**config.mk**
```make
export PLATFORM = sky130hd
export DESIGN_NAME = arc4_encrypt
export DESIGN_NICKNAME = d
export VERILOG_FILES = /design/src/rtl/arc4_pkg.sv /design/src/rtl/arc4_s_ram.sv /design/src/rtl/arc4_encrypt.sv
export SDC_FILE = /design/constraint.sdc
export NUM_CORES = 2
export LEC_CHECK = 0
export CORE_ASPECT_RATIO = 1.1
export CORE_MARGIN = 8
export CORE_UTILIZATION = 50
export CTS_CLUSTER_SIZE = 30
export DETAILED_ROUTE_END_ITERATION = 6
export DONT_BUFFER_PORTS = 1
export GPL_TIMING_DRIVEN = 0
export SYNTH_ARGS = -nofsm -noshare
export SYNTH_HDL_FRONTEND = slang
export SYNTH_SLANG_ARGS = --single-unit
```
**constraint.sdc**
```tcl
create_clock -name clk -period 9.85 [get_ports clk]
set_input_delay 0.985 -clock clk [delete_from_list [all_inputs] [get_ports clk]]
set_output_delay 0.985 -clock clk [all_outputs]
set_load 0.02 [all_outputs]
```
**src/rtl/arc4_pkg.sv**
```systemverilog
// Shared types and constants for the ARC4 encryptor.
// The encryptor writes length-prefixed ciphertext in the layout the key cracker reads.
package arc4_pkg;
    localparam int KEY_BYTES = 3;
    localparam int ADDR_W    = 8;
    localparam int KSA_CYC   = 6;
    localparam int PRGA_CYC  = 8;

    typedef enum logic [2:0] {IDLE, INIT, KSA, LEN, PRGA, DONE} state_t;

    // Key byte 0 sits in the most significant byte of the key word.
    function automatic logic [7:0] key_byte(input logic [8*KEY_BYTES-1:0] key,
                                            input logic [ADDR_W-1:0] i);
        int n;
        n = int'(i) % KEY_BYTES;
        return key[8*KEY_BYTES-1-8*n -: 8];
    endfunction
endpackage

```
**src/rtl/arc4_s_ram.sv**
```systemverilog
// 256x8 single-port synchronous RAM holding the ARC4 state array S.
// A write cycle returns the old contents on rddata (read-first).
module arc4_s_ram
    import arc4_pkg::*;
(
    input  logic              clk,
    input  logic [ADDR_W-1:0] addr,
    input  logic [7:0]        wrdata,
    input  logic              wren,
    output logic [7:0]        rddata
);
    logic [7:0] mem [2**ADDR_W];

    always_ff @(posedge clk) begin
        if (wren)
            mem[addr] <= wrdata;
        rddata <= mem[addr];
    end
endmodule

```
**src/rtl/arc4_encrypt.sv**
```systemverilog
// ARC4 encryptor: reads length-prefixed plaintext, writes length-prefixed ciphertext.
// One FSM with a sub-step counter sequences every S RAM access through registered controls.
module arc4_encrypt
    import arc4_pkg::*;
(
    input  logic                   clk,
    input  logic                   rst,
    input  logic                   en,
    output logic                   rdy,
    input  logic [8*KEY_BYTES-1:0] key,
    output logic [ADDR_W-1:0]      pt_addr,
    input  logic [7:0]             pt_rddata,
    output logic [ADDR_W-1:0]      ct_addr,
    output logic [7:0]             ct_wrdata,
    output logic                   ct_wren
);
    state_t                 state;
    logic [2:0]             sub;
    logic [8*KEY_BYTES-1:0] key_r;
    logic [7:0]             i, j, k, len, si, sj, t, ptb;
    logic [ADDR_W-1:0]      s_addr;
    logic [7:0]             s_wd, s_rd;
    logic                   s_we;
    logic [7:0]             ksa_j, prga_j, pad_idx, pad;

    arc4_s_ram u_s (
        .clk    (clk),
        .addr   (s_addr),
        .wrdata (s_wd),
        .wren   (s_we),
        .rddata (s_rd)
    );

    // The pad byte is read before the swap lands in RAM, so forward the swapped values.
    always_comb begin
        ksa_j   = j + s_rd + key_byte(key_r, i);
        prga_j  = j + s_rd;
        pad_idx = si + s_rd;
        pad     = s_rd;
        if (t == j)
            pad = si;
        else if (t == i)
            pad = sj;
    end

    always_ff @(posedge clk) begin
        if (rst) begin
            state     <= IDLE;
            rdy       <= 1'b1;
            sub       <= '0;
            key_r     <= '0;
            i         <= '0;
            j         <= '0;
            k         <= '0;
            len       <= '0;
            si        <= '0;
            sj        <= '0;
            t         <= '0;
            ptb       <= '0;
            s_addr    <= '0;
            s_wd      <= '0;
            s_we      <= 1'b0;
            pt_addr   <= '0;
            ct_addr   <= '0;
            ct_wrdata <= '0;
            ct_wren   <= 1'b0;
        end else begin
            s_we    <= 1'b0;
            ct_wren <= 1'b0;
            case (state)
                IDLE: begin
                    if (en && rdy) begin
                        key_r <= key;
                        rdy   <= 1'b0;
                        i     <= '0;
                        sub   <= '0;
                        state <= INIT;
                    end
                end
                INIT: begin
                    s_addr <= i;
                    s_wd   <= i;
                    s_we   <= 1'b1;
                    i      <= i + 8'd1;
                    if (i == 8'hFF) begin
                        j     <= '0;
                        sub   <= '0;
                        state <= KSA;
                    end
                end
                KSA: begin
                    sub <= (sub == 3'(KSA_CYC-1)) ? 3'd0 : sub + 3'd1;
                    case (sub)
                        3'd0: s_addr <= i;
                        3'd2: begin
                            si     <= s_rd;
                            j      <= ksa_j;
                            s_addr <= ksa_j;
                        end
                        3'd4: begin
                            s_addr <= i;
                            s_wd   <= s_rd;
                            s_we   <= 1'b1;
                        end
                        3'd5: begin
                            s_addr <= j;
                            s_wd   <= si;
                            s_we   <= 1'b1;
                            i      <= i + 8'd1;
                            if (i == 8'hFF)
                                state <= LEN;
                        end
                        default: ;
                    endcase
                end
                LEN: begin
                    sub <= sub + 3'd1;
                    case (sub)
                        3'd0: pt_addr <= '0;
                        3'd2: begin
                            len       <= pt_rddata;
                            ct_addr   <= '0;
                            ct_wrdata <= pt_rddata;
                            ct_wren   <= 1'b1;
                        end
                        3'd3: begin
                            i     <= '0;
                            j     <= '0;
                            k     <= 8'd1;
                            sub   <= '0;
                            state <= (len == 8'd0) ? DONE : PRGA;
                        end
                        default: ;
                    endcase
                end
                PRGA: begin
                    sub <= sub + 3'd1;
                    case (sub)
                        3'd0: begin
                            i       <= i + 8'd1;
                            s_addr  <= i + 8'd1;
                            pt_addr <= k;
                        end
                        3'd2: begin
                            si     <= s_rd;
                            j      <= prga_j;
                            s_addr <= prga_j;
                            ptb    <= pt_rddata;
                        end
                        3'd4: begin
                            sj     <= s_rd;
                            t      <= pad_idx;
                            s_addr <= pad_idx;
                        end
                        3'd5: begin
                            s_addr <= i;
                            s_wd   <= sj;
                            s_we   <= 1'b1;
                        end
                        3'd6: begin
                            s_addr    <= j;
                            s_wd      <= si;
                            s_we      <= 1'b1;
                            ct_addr   <= k;
                            ct_wrdata <= ptb ^ pad;
                            ct_wren   <= 1'b1;
                        end
                        default: begin
                            if (sub == 3'(PRGA_CYC-1)) begin
                                k <= k + 8'd1;
                                if (k == len)
                                    state <= DONE;
                            end
                        end
                    endcase
                end
                DONE: begin
                    rdy   <= 1'b1;
                    state <= IDLE;
                end
                default: state <= IDLE;
            endcase
        end
    end
endmodule

```
After elaboration in Yosys (flattened, before gate mapping)
Memory sizes are Yosys's and may differ from the RTL's. A register that Yosys moved wholly into a read port is not among the register bits.
Index checks and enable logic that the tools add are counted.
- logic and storage cells: 147
- register bits: 137
- bits in writable memories: 2048
- memories kept: 1
- input bits: 35
- bitwise operators: 1
- muxes and demuxes: 55
- $add $sub $neg: 7
- div/mod/pow operators: 1
- eq/ne operators: 33
- shift operators: 1
- reductions and logical operators: 29
- memories (name ; depth ; width ; read ports ; clocked after Yosys merged registers in ; wr ports ; RTL line ; source):
    u_s.mem ; 256 ; 8 ; 1 ; 1 ; 1 ; arc4_s_ram.sv:12 ; logic [7:0] mem [2**ADDR_W];
- operators with widths (cell ; number):
    $mux 8 ; 18
    $pmux 8 s2 ; 6
    $pmux 8 s5 ; 2
    $pmux 8 s3 ; 3
    $mux 3 ; 12
    $mod 9x3->32 const B ; 1
    $pmux 8 s4 ; 1
    $shiftx 31x32->8 ; 1
    $sub 6x32->32 const A ; 1
    $pmux 3 s5 ; 2
    $ne 2x2->1 const B ; 13
    $add 8x8->8 ; 3
    $eq 8x8->1 ; 3
    $eq 3x3->1 const B ; 6
    $add 8x1->8 const B ; 2
    $reduce_and 3->1 ; 5
    $eq 3x2->1 const B ; 4
    $reduce_and 2->1 ; 6
    $reduce_and 5->1 ; 2
    $eq 8x8->1 const B ; 1
    $logic_not 8->1 ; 1
    $mux 1 ; 8
    $reduce_and 8->1 ; 1
    $reduce_or 2->1 ; 4
    other kinds (17) ; 21

Logic depth before layout (Yosys ltp)
- depth in word-level cells: 6
- depth in mapped cells: 41

By module
A second synthesis with hierarchy kept.
- cells, all modules: 4700
- area, all modules: 87345.0 um^2
- by module, submodules not included (module ; area an instance (um^2) ; sequential area each (um^2) ; cells an instance ; times used):
    arc4_s_ram ; 78492.8 ; 61659.1 ; 3547 ; 1
    arc4_encrypt ; 8852.2 ; 2742.6 ; 1153 ; 1

Worst setup path after synthesis
Ideal clock, no wire load.
- kind: register to register
- from: register i[6]
- to: register s_addr[7]
- setup slack: 2364 ps
- arrival time: 7352 ps
- clock period less this slack: 7486 ps
- required time: 9717 ps
- stages on the path, launching flop included: 41
- path through: dfxtp_1 > buf_2 > clkbuf_1 > clkbuf_1 > ha_1 > and4bb_2 > o221a_4 > nor2_1 > o221ai_2 > nor3_2 > inv_2 > ha_1 > nor2_1 > o21ai_0 > nor4b_2 > xnor2_1 > ha_1 > nor2_1 > [... 5 more ...] > nor2b_1 > nor4bb_1 > a211oi_1 > clkbuf_1 > nand2_1 > o21a_1 > ha_1 > a21o_1 > a21oi_1 > o21bai_1 > a21oi_1 > o21bai_1 > a21oi_1 > xnor2_1 > nor3_1 > and2_1 > a221oi_1 > a211oi_1
- word-level cells in the longest chain between the ends: 6
- elaborated cells on any way between the ends: 8
- RTL lines (what ; RTL line ; source):
    start: declaration ; arc4_encrypt.sv:20 ; logic [7:0] i, j, k, len, si, sj, t, ptb;
    start signal: assignment ; arc4_encrypt.sv:84 ; i <= i + 8'd1;
    start signal: assignment ; arc4_encrypt.sv:109 ; i <= i + 8'd1;
    start signal: assignment ; arc4_encrypt.sv:140 ; i <= i + 8'd1;
    $mod 9x3->32 ; arc4_pkg.sv:15 ; n = int'(i) % KEY_BYTES;
    $sub 6x32->32 ; arc4_pkg.sv:16 ; return key[8*KEY_BYTES-1-8*n -: 8];
    $shiftx 31x32->8 ; arc4_pkg.sv:16 ;
    $add 8x8->8 ; arc4_encrypt.sv:36 ; ksa_j = j + s_rd + key_byte(key_r, i);
    $pmux 8 s3 ; arc4_encrypt.sv:93 ; case (sub)
    $pmux 8 s3 (*) ; arc4_encrypt.sv:70 ; case (state)
    end signal: assignment ; arc4_encrypt.sv:94 ; 3'd0: s_addr <= i;
    end signal: assignment ; arc4_encrypt.sv:98 ; s_addr <= ksa_j;
    end signal: assignment ; arc4_encrypt.sv:101 ; s_addr <= i;
    end: declaration ; arc4_encrypt.sv:21 ; logic [ADDR_W-1:0] s_addr;
Mark *: on every way between the ends. The rest lies on a longest branch, timed or not.
A chain may end at the register's enable or synchronous reset.

Final worst setup path
- from: register i[6]
- to: register s_addr[6]
The elaborated chain is that of the path after synthesis.

==> impl_metrics.env <==
export IMPL_status="complete, but fails checks"
export IMPL_violations="capacitance limit, slew limit"
export IMPL_synth_area_mux_share=0.173
export IMPL_top_layer_used="met5"
export IMPL_rrSetupSlack_ns=0.77
export IMPL_cp_start_kind="flop"
export IMPL_final_common_cell="edfxtp_1"
export IMPL_skew_ns=0.0418
export IMPL_synthAdderAreaFrac=0.00603
export IMPL_area_growth_pct=12.4
export IMPL_reg_top3="u_s.mem (2048), key_r (24)"
export IMPL_row_count=161
export IMPL_final_period_utilization=0.922
export IMPL_final_util=0.565
export IMPL_largest_register="u_s.mem"
export IMPL_largest_register_ff_count=2048
export IMPL_finalWirelength_um=289000
export IMPL_r2r_start="i[6]$_SDFFE_PP0P_"
export IMPL_numPortBuffers=0
export IMPL_synth_cell_type_count=80
export IMPL_power_per_cell_area_mw_per_mm2=270
export IMPL_synth_compound_area_frac=0.0278
export IMPL_drv_cap=8
export IMPL_dp_cells=6844
export IMPL_dpl_hpwl_um=194000
export IMPL_fin_area_mm2=0.0988
export IMPL_synth_seq_area_share=0.733
export IMPL_critical_path_class="reg -> reg"
export IMPL_fin_crit_ns=9.08
export IMPL_postCtsSetupBuffers=0
export IMPL_vias_per_cell=6.72
export IMPL_finalMaxSlewViolations=77
export IMPL_drc=0
export IMPL_cp_end_kind="flop"
export IMPL_synth_fp_nets=4590
export IMPL_syn_avg_cell_area_um2=19.5
export IMPL_min_from="key[0]"
export IMPL_final_nets=4855
export IMPL_drive_gt1_frac=0.232
export IMPL_fill_cells=13200
export IMPL_synthFlopType="edfxtp_1"
export IMPL_path_buf_inv=8
export IMPL_ir_drop_v=0.000249
export IMPL_critPathMaxFanout=10
export IMPL_clk_latency_ns=0.88
export IMPL_max_freq_mhz=110
export IMPL_hold_path_class="in -> reg"
export IMPL_fin_tns_setup_ns=0
export IMPL_slowest_delay_ns=0.58
export IMPL_crit_path_frequent_cell="nor2_1"
export IMPL_holdWs_ns=0.246
export IMPL_critical_path_top_delay_family="compound AO/OA/AOI/OAI gates"
export IMPL_core_area_mm2=0.175
export IMPL_ys_warnings_count=0
export IMPL_slew_headroom=-0.0674
export IMPL_final_cell_mix="edfxtp_1 (2,048), mux4_2 (647), nor2_1 (388)"
export IMPL_die_w_um=416
export IMPL_syn_inst=4516
export IMPL_wire_per_inst_um=39.9
export IMPL_critical_path_required_ns=10.56
export IMPL_dieArea_mm2=0.190
export IMPL_arrival_ns=9.79
export IMPL_cp_depth=39
export IMPL_syn_area_mm2=0.0879
export IMPL_yosys_area_share_xor_xnor=0.00646
export IMPL_cts_resized_gates=0
export IMPL_clock_sinks=2193
export IMPL_grt_pass1_vias=47100
export IMPL_cts_tree="yes"
export IMPL_clkTransAtPathRegs_ns=0.06
export IMPL_critPathCapture="s_addr[6]$_SDFFE_PP0P_"
export IMPL_grt_overflow=0
export IMPL_hold_viol=0
export IMPL_synth_top_family_by_area="multiplexers"
export IMPL_grt_util_all_layers=0.299
export IMPL_max_slew_worst_pin_slew_ns=1.60
export IMPL_initialDrtViolationCount=7557
export IMPL_ys_ff_latch=2193
export IMPL_wl_met2_um=136000
export IMPL_grt_max_degree=105
export IMPL_regToRegEndpoint="s_addr[6]$_SDFFE_PP0P_"
export IMPL_dr_pass1_iters=7
export IMPL_worstSetupStartpoint="i[6]$_SDFFE_PP0P_"
export IMPL_place_congestion=0.979
export IMPL_leakage_nw=30.7
export IMPL_vias=48700
export IMPL_grt_pass1_wl_um=392000
export IMPL_synth_edff_count=2048
export IMPL_cts_made_buffers=216
export IMPL_dieHeight_um=456
export IMPL_wl_met1_um=108000
export IMPL_drtAntennaViolNets=0
export IMPL_cts_htree_levels=4
export IMPL_setup_viol=0
export IMPL_async_reset_ff_frac=0
export IMPL_start_util=0.503
export IMPL_instances_no_fill=7251
export IMPL_post_dp_cell_area_mm2=0.0920
export IMPL_synth_simple_area_share=0.0405
export IMPL_r2r_cells=39
export IMPL_postCtsHoldBufs=0
export IMPL_rsz0062_at_grt="false"
export IMPL_met3_length_um=28000
export IMPL_clk_path_buf_depth=3
export IMPL_critPathSlowestCell="a222oi_1"
export IMPL_pin_count=61
export IMPL_cts_root_buf="clkbuf_16"
export IMPL_grt_antenna_before_repair=9
## power by group
group	switching [mW]	internal, mW
Combinational	5.37	2.89
Sequential	0.128	10.3
Clock	3.61	4.40
Total	9.11	17.6
## through the flow
stage / power [mW] / worst slack (ns)
CTS: 26.6 / 0.356
global placement: 18.7 / 0.404
finish: 26.7 / 0.767
detailed placement: 18.7 / 0.457
floorplan: 14.9 / 2.36
global route: 27.1 / 0.0400
## synth_stat cells (all sizes together), types with 4 or more instances
cell type | n | area [µm²]
a211o | 6 | 52.6
a211oi | 29 | 223
a21o | 9 | 67.6
a21oi | 154 | 771
a221oi | 13 | 114
a22oi | 41 | 308
a311oi | 9 | 78.8
a31oi | 7 | 43.8
and2 | 11 | 68.8
and3 | 9 | 56.3
buf | 85 | 378
clkbuf | 194 | 728
dfxtp | 145 | 2900
edfxtp | 2048 | 61500
ha | 36 | 450
inv | 37 | 139
mux2 | 12 | 135
mux2i | 46 | 460
mux4 | 647 | 14600
nand2 | 207 | 777
nand2b | 25 | 156
nand3 | 55 | 275
nand4 | 12 | 75.1
nor2 | 389 | 1460
nor2b | 32 | 200
nor3 | 32 | 165
nor4 | 12 | 75.1
o211ai | 8 | 65.1
o21ai | 52 | 260
o21bai | 9 | 67.6
o22ai | 13 | 81.3
or2 | 4 | 25.0
or3 | 7 | 48.8
xnor2 | 30 | 263
xor2 | 34 | 305
## worst register-to-register path, delay by kind of cell (launching register included)
kind / cells / cell delay [ns]
flip-flops: 1 / 0.35
adder cells (fa/ha/maj): 6 / 1.71
XOR/XNOR: 3 / 0.72
AO/OA/AOI/OAI: 12 / 2.50
AND/OR/NAND/NOR: 10 / 2.20
buffers and inverters: 8 / 1.45
## worst min-delay path by stage
stage	endpoint	cells past startpoint
2_1_floorplan	key_r[15]$_SDFFE_PP0P_	2
3_3_place_gp	key_r[11]$_SDFFE_PP0P_	2
3_5_place_dp	key_r[17]$_SDFFE_PP0P_	2
4_1_cts	ptb[7]$_SDFFE_PP0P_	2
5_1_grt	ptb[7]$_SDFFE_PP0P_	2
6_report	key_r[0]$_SDFFE_PP0P_	2
## per-layer routing
metal,vias to the layer above,GRT usage
met2,2994,0.470
met1,26000,0.394
met3,684,0.0689
met4,6,0.154
met5,-,0.00405
li1,19000,-
## cell type report
cell class	instances	area, µm²	area share
Sequential cell	2193	64400	0.652
Timing Repair Buffer	47	1060	0.0108
Antenna cell	6	15.0	0.000152
Multi-Input combinational cell	2006	22300	0.226
Clock inverter	121	1000	0.0101
Clock buffer	279	5770	0.0584
Tap cell	2282	2860	0.0289
Buffer	279	1210	0.0123
Inverter	38	143	0.00144
## cell families (layout without fill, tap and decap cells)
logic type / Yosys count / count (layout)
other: 0 / 6
AOI/OAI and AO/OA: 382 / 382
adders and majority gates: 41 / 41
muxes: 705 / 705
xor gates and xnor gates: 64 / 64
buffers and inverters: 317 / 764
and+or+nand+nor: 814 / 814
DFF: 2193 / 2193
(Power assumes the default switching activity.)
